### config.mk
export PLATFORM = sky130hd
export DESIGN_NAME = fault_campaign_ctrl_flat
export DESIGN_NICKNAME = d
export VERILOG_FILES = /design/src/rtl/fault_campaign_ctrl_if.sv /design/src/rtl/fault_campaign_ctrl.sv /design/src/flat_wrapper.sv
export SDC_FILE = /design/constraint.sdc
export NUM_CORES = 1
export LEC_CHECK = 0
export BUFFER_PORTS_ARGS = -buffer_cell sky130_fd_sc_hd__buf_4
export CAP_MARGIN = 20
export CORE_MARGIN = 8
export CORE_UTILIZATION = 40
export CTS_BUF_LIST = sky130_fd_sc_hd__clkbuf_4 sky130_fd_sc_hd__clkbuf_8
export DETAILED_ROUTE_END_ITERATION = 12
export GPL_ROUTABILITY_DRIVEN = 0
export PLACE_DENSITY = 0.68
export SYNTH_ARGS = -nofsm -noshare
export SYNTH_HDL_FRONTEND = slang
export SYNTH_SLANG_ARGS = --single-unit
### constraint.sdc
create_clock -name clk -period 4.3 [get_ports clk]
set_input_delay 0.645 -clock clk [delete_from_list [all_inputs] [get_ports clk]]
set_output_delay 0.645 -clock clk [all_outputs]
set_load 0.02 [all_outputs]
### src/rtl/fault_campaign_ctrl_if.sv
// fault_campaign_ctrl_if: bundles test-control, datapath and result signals of the fault campaign sequencer.
// FAULT_FIRST_MISS_EN adds the first-undetected-fault report.
interface fault_campaign_ctrl_if #(
   parameter int B_W   = 4,
   parameter int C_W   = 8,
   parameter int LOC_W = 3,
   parameter int CNT_W = 16
);
   logic             start;
   logic             abort;
   logic [B_W-1:0]   b_out;
   logic [LOC_W-1:0] f_loc;
   logic [1:0]       f_type;
   logic [C_W-1:0]   c_in;
   logic             busy;
   logic             done;
   logic [CNT_W-1:0] det_cnt;
   logic [CNT_W-1:0] undet_cnt;
`ifdef FAULT_FIRST_MISS_EN
   logic             miss_vld;
   logic [B_W-1:0]   miss_b;
   logic [LOC_W-1:0] miss_loc;
   logic [1:0]       miss_type;
`endif
   modport master (
      input  start, abort, c_in,
`ifdef FAULT_FIRST_MISS_EN
      output miss_vld, miss_b, miss_loc, miss_type,
`endif
      output b_out, f_loc, f_type, busy, done, det_cnt, undet_cnt
   );
   modport slave (
      output start, abort, c_in,
`ifdef FAULT_FIRST_MISS_EN
      input  miss_vld, miss_b, miss_loc, miss_type,
`endif
      input  b_out, f_loc, f_type, busy, done, det_cnt, undet_cnt
   );
endinterface

### src/rtl/fault_campaign_ctrl.sv
// fault_campaign_ctrl: sweeps B x fault location x fault type, compares each faulted C against a golden C.
// Define FAULT_FIRST_MISS_EN to add capture of the first undetected fault of a campaign.
module fault_campaign_ctrl #(
   parameter int B_W   = 4,
   parameter int C_W   = 8,
   parameter int LOC_W = 3,
   parameter int CNT_W = 16
) (
   input  logic                  clk,
   input  logic                  reset,
   fault_campaign_ctrl_if.master bus
);
   typedef enum logic [1:0] {IDLE, GOLD, INJ, DONE} state_e;
   state_e           state_q;
   logic [B_W-1:0]   b_q;
   logic [LOC_W-1:0] loc_q;
   logic [1:0]       type_q;
   logic [C_W-1:0]   golden_q;
   logic [CNT_W-1:0] det_q, det_d, undet_q, undet_d;
   logic             busy_q, done_q, hit;
   assign hit     = bus.c_in != golden_q;
   assign det_d   = (hit && !(&det_q)) ? det_q + 1'b1 : det_q;
   assign undet_d = (!hit && !(&undet_q)) ? undet_q + 1'b1 : undet_q;
   assign bus.b_out     = b_q;
   assign bus.f_loc     = loc_q;
   assign bus.f_type    = type_q;
   assign bus.busy      = busy_q;
   assign bus.done      = done_q;
   assign bus.det_cnt   = det_q;
   assign bus.undet_cnt = undet_q;
`ifdef FAULT_FIRST_MISS_EN
   logic             miss_vld_q;
   logic [B_W-1:0]   miss_b_q;
   logic [LOC_W-1:0] miss_loc_q;
   logic [1:0]       miss_type_q;
   assign bus.miss_vld  = miss_vld_q;
   assign bus.miss_b    = miss_b_q;
   assign bus.miss_loc  = miss_loc_q;
   assign bus.miss_type = miss_type_q;
`endif
   always_ff @(posedge clk or posedge reset) begin
      if (reset) begin
         state_q  <= IDLE;
         b_q      <= '0;
         loc_q    <= '0;
         type_q   <= '0;
         golden_q <= '0;
         det_q    <= '0;
         undet_q  <= '0;
         busy_q   <= 1'b0;
         done_q   <= 1'b0;
`ifdef FAULT_FIRST_MISS_EN
         miss_vld_q  <= 1'b0;
         miss_b_q    <= '0;
         miss_loc_q  <= '0;
         miss_type_q <= '0;
`endif
      end else if (bus.abort) begin
         state_q <= IDLE;
         type_q  <= '0;
         busy_q  <= 1'b0;
         done_q  <= 1'b0;
      end else begin
         case (state_q)
            IDLE, DONE: begin
               done_q <= 1'b0;
               if (bus.start) begin
                  state_q <= GOLD;
                  busy_q  <= 1'b1;
                  b_q     <= '0;
                  loc_q   <= '0;
                  type_q  <= '0;
                  det_q   <= '0;
                  undet_q <= '0;
`ifdef FAULT_FIRST_MISS_EN
                  miss_vld_q  <= 1'b0;
                  miss_b_q    <= '0;
                  miss_loc_q  <= '0;
                  miss_type_q <= '0;
`endif
               end
            end
            GOLD: begin
               golden_q <= bus.c_in;
               state_q  <= INJ;
               loc_q    <= '0;
               type_q   <= 2'b01;
            end
            INJ: begin
               det_q   <= det_d;
               undet_q <= undet_d;
`ifdef FAULT_FIRST_MISS_EN
               if (!hit && !miss_vld_q) begin
                  miss_vld_q  <= 1'b1;
                  miss_b_q    <= b_q;
                  miss_loc_q  <= loc_q;
                  miss_type_q <= type_q;
               end
`endif
               if (type_q != 2'b11) begin
                  type_q <= type_q + 1'b1;
               end else if (!(&loc_q)) begin
                  type_q <= 2'b01;
                  loc_q  <= loc_q + 1'b1;
               end else begin
                  // last fault of this B: either finish or capture the next golden
                  type_q <= '0;
                  if (&b_q) begin
                     state_q <= DONE;
                     busy_q  <= 1'b0;
                     done_q  <= 1'b1;
                  end else begin
                     state_q <= GOLD;
                     b_q     <= b_q + 1'b1;
                     loc_q   <= '0;
                  end
               end
            end
         endcase
      end
   end
endmodule

### src/flat_wrapper.sv
// flat-port wrapper written by rule: the top's interface ports become plain ports
module fault_campaign_ctrl_flat 
#(
   parameter int B_W   = 4,
   parameter int C_W   = 8,
   parameter int LOC_W = 3,
   parameter int CNT_W = 16
)
  (clk, reset, bus_start, bus_abort, bus_c_in, bus_b_out, bus_f_loc, bus_f_type, bus_busy, bus_done, bus_det_cnt, bus_undet_cnt);
  fault_campaign_ctrl_if #(.B_W(B_W), .C_W(C_W), .LOC_W(LOC_W), .CNT_W(CNT_W)) bus_i ();
  input  logic clk;
  input  logic reset;
  input wire logic [$bits(bus_i.start)-1:0] bus_start;
  input wire logic [$bits(bus_i.abort)-1:0] bus_abort;
  input wire logic [$bits(bus_i.c_in)-1:0] bus_c_in;
  output wire logic [$bits(bus_i.b_out)-1:0] bus_b_out;
  output wire logic [$bits(bus_i.f_loc)-1:0] bus_f_loc;
  output wire logic [$bits(bus_i.f_type)-1:0] bus_f_type;
  output wire logic [$bits(bus_i.busy)-1:0] bus_busy;
  output wire logic [$bits(bus_i.done)-1:0] bus_done;
  output wire logic [$bits(bus_i.det_cnt)-1:0] bus_det_cnt;
  output wire logic [$bits(bus_i.undet_cnt)-1:0] bus_undet_cnt;
  assign bus_i.start = bus_start;
  assign bus_i.abort = bus_abort;
  assign bus_i.c_in = bus_c_in;
  assign bus_b_out = bus_i.b_out;
  assign bus_f_loc = bus_i.f_loc;
  assign bus_f_type = bus_i.f_type;
  assign bus_busy = bus_i.busy;
  assign bus_done = bus_i.done;
  assign bus_det_cnt = bus_i.det_cnt;
  assign bus_undet_cnt = bus_i.undet_cnt;
  fault_campaign_ctrl #(.B_W(B_W), .C_W(C_W), .LOC_W(LOC_W), .CNT_W(CNT_W)) u_core (.clk(clk), .reset(reset), .bus(bus_i));
endmodule
==> flow_metrics.tcl, run 1 <==
set metrics [dict create \
    outcome "completed" \
    grt_pass1_wl_um 13900 \
    dp_slack_ns 1.50 \
    antenna_cells 0 \
    endpoint_kind "flip-flop" \
    async_reset_ff_share_pct 100 \
    drive_gt1_share_pct 21.4 \
    ys_ff_latch 53 \
    vias_per_cell 5.69 \
    p_per_area_mw_per_mm2 343 \
    setup.worst_path.class "reg2reg" \
    yosysSeqAreaShare_pct 40.5 \
    ctsRootBufferMaster "clkbuf_8" \
    wl_per_cell_um 15.7 \
    boundaryPins 55 \
    grt_overflow 0 \
    fin_nets 421 \
    finalSetupViolations 0 \
    worst_slack_ns 1.46 \
    rows 33 \
    post_cts_buffers 0 \
    synth_fp_nets 374 \
    cts.path.max_buffers 2 \
    cts_buffers 5 \
    rsz0062_at_grt "false" \
    final_common_cell "buf_4" \
    arrival_ns 3.02 \
    insertion_delay_ns 0.31 \
    slowest_delay_ns 0.57 \
    dr.pass1.iters 4 \
    slew_headroom_pct 49.2 \
    initial_core_util_pct 40.4 \
    hold_class "in2async" \
    ir_worst_vdd_mv 0.193 \
    syn_inst 353 \
    hold_viol 0 \
    grt_use_total_pct 14.8 \
    htree_levels 2 \
    routed_wl_um 7950 \
    path_clk_slew_ns 0.09 \
    ctsHoldBuffers 0 \
    synthFlopType "dfrtp_1" \
    tns_ns 0 \
    synthDistinctLibCells 56 \
    syn_to_final_growth_pct 17.1 \
    worst_setup_path_start_kind "flip-flop" \
    slew_violations 0 \
    skew_ns 0.00590 \
    antenna_left 0 \
    synth_area_mm2 0.00327 \
    final_cell_mix "58 x buf_4, 53 x dfrtp_1, 44 x nand2_1, 19 x nor2_1, 19 x nand3_1" \
    die_h_um 106 \
    path_max_fanout 16 \
    placed_cell_area_mm2 0.00373 \
    synth_edf_count 0 \
    yosysWarnings 0 \
    nFillCells 805 \
    num_vias 2879 \
    p_leak_uw 0.00158 \
    antenna_found_initial 0 \
    drtIter0Drc 226 \
    io_buffers 54 \
    syn_avg_cell_area_um2 9.27 \
    multi_input_area_mm2 0.00178 \
    grt_max_degree 54 \
    drc 0 \
    die_w_um 106 \
    cts_tree "done" \
    path_buf_inv 1 \
    required_ns 4.48 \
    regArea_mm2 0.00133 \
    place_hpwl_um 5700 \
    cp_cell_sequence "inv_1, ha_1, mux2i_1, nor2_4, nand2b_1, or4_1, o311ai_0" \
    cp_top_family "simple AND/OR/NAND/NOR gates" \
    max_slew.worst_pin.slew_ns 0.755 \
    critPathSlowestCell "or4_1" \
    grt_pass1_vias 2858 \
    cap_violations 0 \
    final.min_clock_period_ns 2.84 \
    fmax_mhz 352 \
    cts_resized 0 \
    core_mm2 0.00809 \
    cts_sinks 53 \
    die_area_mm2 0.0113 \
    fin_crit_sh_pct 66.1 \
    design_area_mm2 0.00383 \
]
per-stage QoR:
step,hold slack (ns),total power (uW),utilization [%],instances
final,0.516,1310,47.3,506
after global routing,0.562,1400,47.3,506
after CTS,0.537,1330,47.3,506
after detailed placement,0.516,1020,46.1,498
after global placement,0.510,1010,46.1,498
after floorplan,0.501,904,-,353
where the power goes:
| part | internal (uW) | switching [uW] | total [uW] |
|---|---|---|---|
| clock network | 146 | 161 | 307 |
| logic | 155 | 208 | 364 |
| registers | 567 | 75.2 | 642 |
worst reg2reg max path, delay by kind of cell, from the launching register on:
family / cells / cell delay, ns
simple gates: 3 / 1.13
fa+ha+maj: 1 / 0.45
flops: 1 / 0.43
compound gates: 1 / 0.34
mux: 1 / 0.28
buf+inv: 1 / 0.08
synth_stat cells, types with 2 or more instances:
cell / number / share of area (%)
o211ai_1: 11 / 2.5
o311ai_0: 8 / 2.1
a31oi_1: 2 / 0.38
o21ai_0: 6 / 0.92
nand4_1: 14 / 2.7
nand3b_1: 3 / 0.69
buf_6: 5 / 1.7
nand2_1: 44 / 5.0
or2_2: 3 / 0.57
ha_1: 9 / 3.4
or3_1: 2 / 0.38
nor2_1: 19 / 2.2
inv_1: 14 / 1.6
o221ai_1: 2 / 0.54
xor2_1: 10 / 2.7
nor2b_1: 4 / 0.76
dfrtp_1: 53 / 41
buf_2: 3 / 0.46
clkbuf_1: 8 / 0.92
nor4_1: 8 / 1.5
nor3_1: 11 / 1.7
nor4_4: 2 / 1.3
nand3_1: 19 / 2.9
a211o_1: 2 / 0.54
o311ai_1: 2 / 0.54
and2_1: 2 / 0.38
nand2b_1: 15 / 2.9
mux2_2: 9 / 3.1
o31ai_1: 2 / 0.46
o22ai_1: 2 / 0.38
a21oi_1: 14 / 2.1
and4_1: 2 / 0.54
nand4b_1: 2 / 0.54
or4_1: 10 / 2.3
mux2i_1: 10 / 3.1
flip-flops by register name (all words and copies together) (netlist names):
| signal | count |
|---|---|
| u_core.bus.det_cnt | 16 |
| u_core.bus.busy | 1 |
| u_core.bus.b_out | 4 |
| u_core.bus.f_loc | 3 |
| u_core.state_q | 2 |
| u_core.golden_q | 8 |
| u_core.bus.undet_cnt | 16 |
| u_core.bus.f_type | 2 |
| u_core.bus.done | 1 |
cells by family (layout without fill, tap and decap cells):
kind of cell | Yosys count | in the layout | share of synthesized area (%)
xor gates and xnor gates | 10 | 10 | 2.68
buffers and inverters | 32 | 80 | 4.97
and+or+nand+nor | 170 | 170 | 29.2
AOI/OAI and AO/OA | 60 | 60 | 13.0
DFF | 53 | 53 | 40.5
adders and majority gates | 9 | 9 | 3.44
muxes | 19 | 19 | 6.16
final timing paths:
path | depth (start not counted) | slack (ns) | to | from
hold / removal | 3 | 0.52 | u_core.bus.f_loc[2]$_DFFE_PP0P_ | reset
max in group asynchronous | 3 | 3.34 | u_core.bus.det_cnt[13]$_DFFE_PP0P_ | reset
hold reg to reg | 1 | 0.53 | u_core.golden_q[0]$_DFFE_PP0P_ | u_core.golden_q[0]$_DFFE_PP0P_
min in group clk | 1 | 0.53 | u_core.golden_q[0]$_DFFE_PP0P_ | u_core.golden_q[0]$_DFFE_PP0P_
setup / recovery | 7 | 1.46 | u_core.bus.det_cnt[10]$_DFFE_PP0P_ | u_core.state_q[0]$_DFFE_PP0P_
setup reg to reg | 7 | 1.46 | u_core.bus.det_cnt[10]$_DFFE_PP0P_ | u_core.state_q[0]$_DFFE_PP0P_
layer usage:
metal  global-route usage, %  wire (um)
met1                    18.3       3410
met2                    24.0       4030
met3                    2.96        383
met4                    7.04        121
met5                       0          0
area by class of cell:
cell class	instances	share of cell area, %
inverter	14	1.37
timing repair buffer	58	11.4
clock inverter	1	0.131
clock buffer	7	2.52
sequential	53	34.6
tap	105	3.43
multi-input combinational	268	46.6
(Power assumes the default switching activity.)
==> run 2: changes to the inputs <==
- PLACE_DENSITY: 0.68 -> 0.7
- clock period: 4.3 -> 2.4 ns (I/O delays scaled with it)
==> flow_metrics.tcl, run 2 (synthesized netlist as in run 1, its figures left out) <==
set metrics [dict create \
    outcome "completed" \
    arrival_ns 2.44 \
    required_ns 2.64 \
    timing.rr.end "u_core.bus.det_cnt[13]$_DFFE_PP0P_" \
    slew_violations 0 \
    slew_headroom_pct 54.0 \
    p_leak_uw 0.00167 \
    num_vias 2940 \
    r2r_setup_slack_ns 0.20 \
    ctsHoldBuffers 0 \
    drc 0 \
    swShare_pct 32.6 \
    antenna_cells 0 \
    dp_slack_ns 0.138 \
    syn_to_final_growth_pct 22.1 \
    path_max_fanout 6 \
    routed_wl_um 8240 \
    ctsRootBufferMaster "clkbuf_8" \
    endpoint_kind "flip-flop" \
    worst_setup_path_start_kind "flip-flop" \
    wl_per_cell_um 15.7 \
    cts_sinks 53 \
    hold_viol 0 \
    path_clk_slew_ns 0.09 \
    r2r_cells 8 \
    core_mm2 0.00809 \
    post_cts_buffers 0 \
    grt_use_total_pct 14.6 \
    worst_slack_ns 0.196 \
    grt_overflow 0 \
    initial_core_util_pct 40.4 \
    r2r-start "u_core.state_q[0]$_DFFE_PP0P_" \
    cts_buffers 5 \
    pwr-share-clk_pct 25.6 \
    startpoint "u_core.state_q[0]$_DFFE_PP0P_" \
    hold_class "in2async" \
    finalSetupViolations 0 \
    antenna_found_initial 0 \
    die_h_um 106 \
    final_common_cell "buf_4" \
    cts_resized 0 \
    antenna_left 0 \
    drtIter0Drc 154 \
    drive_gt1_share_pct 25.1 \
    fin_nets 438 \
    grt_max_degree 32 \
    tns_ns 0 \
    switching_power_uw 816 \
    ir_worst_vdd_mv 0.359 \
    cts_tree "done" \
    cts.path.max_buffers 2 \
    fmax_mhz 454 \
    max_slew.worst_pin.slew_ns 0.673 \
    die_area_mm2 0.0113 \
    rows 33 \
    rsz0062_at_grt "false" \
    htree_levels 2 \
    die_w_um 106 \
    insertion_delay_ns 0.31 \
    boundaryPins 55 \
    power.internal_uw 1680 \
    cap_violations 0 \
    power_frac_comb_pct 28.3 \
    final_cell_mix "74 x buf_4, 53 x dfrtp_1, 44 x nand2_1, 19 x nor2_1, 19 x nand3_1" \
    dr.pass1.iters 4 \
    place_hpwl_um 6050 \
    final.min_clock_period_ns 2.20 \
    grt_pass1_wl_um 13800 \
    p_per_area_mw_per_mm2 626 \
    io_buffers 54 \
    skew_ns 0.00981 \
    p_seq_share_pct 46.1 \
    placed_cells 515 \
    grt_pass1_vias 2763 \
    fin_cells 523 \
    setup.worst_path.class "reg2reg" \
    vias_per_cell 5.62 \
    fin_crit_sh_pct 91.8 \
]
run 2: how the worst max path moves through the flow:
stage / to / depth (start not counted)
after global placement: u_core.bus.det_cnt[11]$_DFFE_PP0P_ / 6
after global routing: u_core.bus.det_cnt[13]$_DFFE_PP0P_ / 8
final: u_core.bus.det_cnt[13]$_DFFE_PP0P_ / 8
after CTS: u_core.bus.det_cnt[9]$_DFFE_PP0P_ / 7
after floorplan: u_core.bus.det_cnt[2]$_DFFE_PP0P_ / 9
after detailed placement: u_core.bus.det_cnt[5]$_DFFE_PP0P_ / 7
run 2: per-stage QoR:
step / hold slack [ns] / power [uW] / utilization, % / area [um2]
after global routing: 0.208 / 2660 / 49.4 / 4000
after CTS: 0.179 / 2530 / 49.3 / 3990
final: 0.161 / 2500 / 49.4 / 4000
after global placement: 0.509 / 1850 / 47.8 / 3870
after floorplan: 0.501 / 1620 / - / 3270
after detailed placement: 0.516 / 1880 / 47.8 / 3870
run 2: critical path: stages (launching register included):
cell and delay (ns):
dfrtp_1 0.41, inv_1 0.06, ha_1 0.33, mux2i_2 0.21
or2_1 0.31, buf_4 0.18, nor3_1 0.11, or4b_1 0.44
nand3_1 0.10
run 2: power by group through the flow:
stage          clock network [uW]  registers, uW  logic [uW]
6_report                      640           1150         707
5_1_grt                       705           1180         776
4_1_cts                       668           1150         708
3_5_place_dp                    0           1170         707
3_3_place_gp                    0           1160         692
2_1_floorplan                   0           1200         421
run 2: metal layers:
| metal | track usage (%) | part of all wire, % | routed length, um | vias to the layer above |
|---|---|---|---|---|
| met4 | 5.33 | 1.4 | 118 | 0 |
| met2 | 23.9 | 49 | 4010 | 78 |
| li1 | - | - | - | 1443 |
| met5 | 0 | 0 | 0 | - |
| met3 | 2.66 | 5.0 | 415 | 10 |
| met1 | 18.9 | 45 | 3690 | 1409 |
run 2: cell type report:
| cell class | count | area, um2 |
|---|---|---|
| clock inverter | 1 | 30.0 |
| inverter | 14 | 52.6 |
| tap | 105 | 131 |
| sequential | 53 | 1330 |
| multi-input combinational | 268 | 1790 |
| fill | 788 | 4100 |
| clock buffer | 7 | 90.1 |
| timing repair buffer | 75 | 576 |
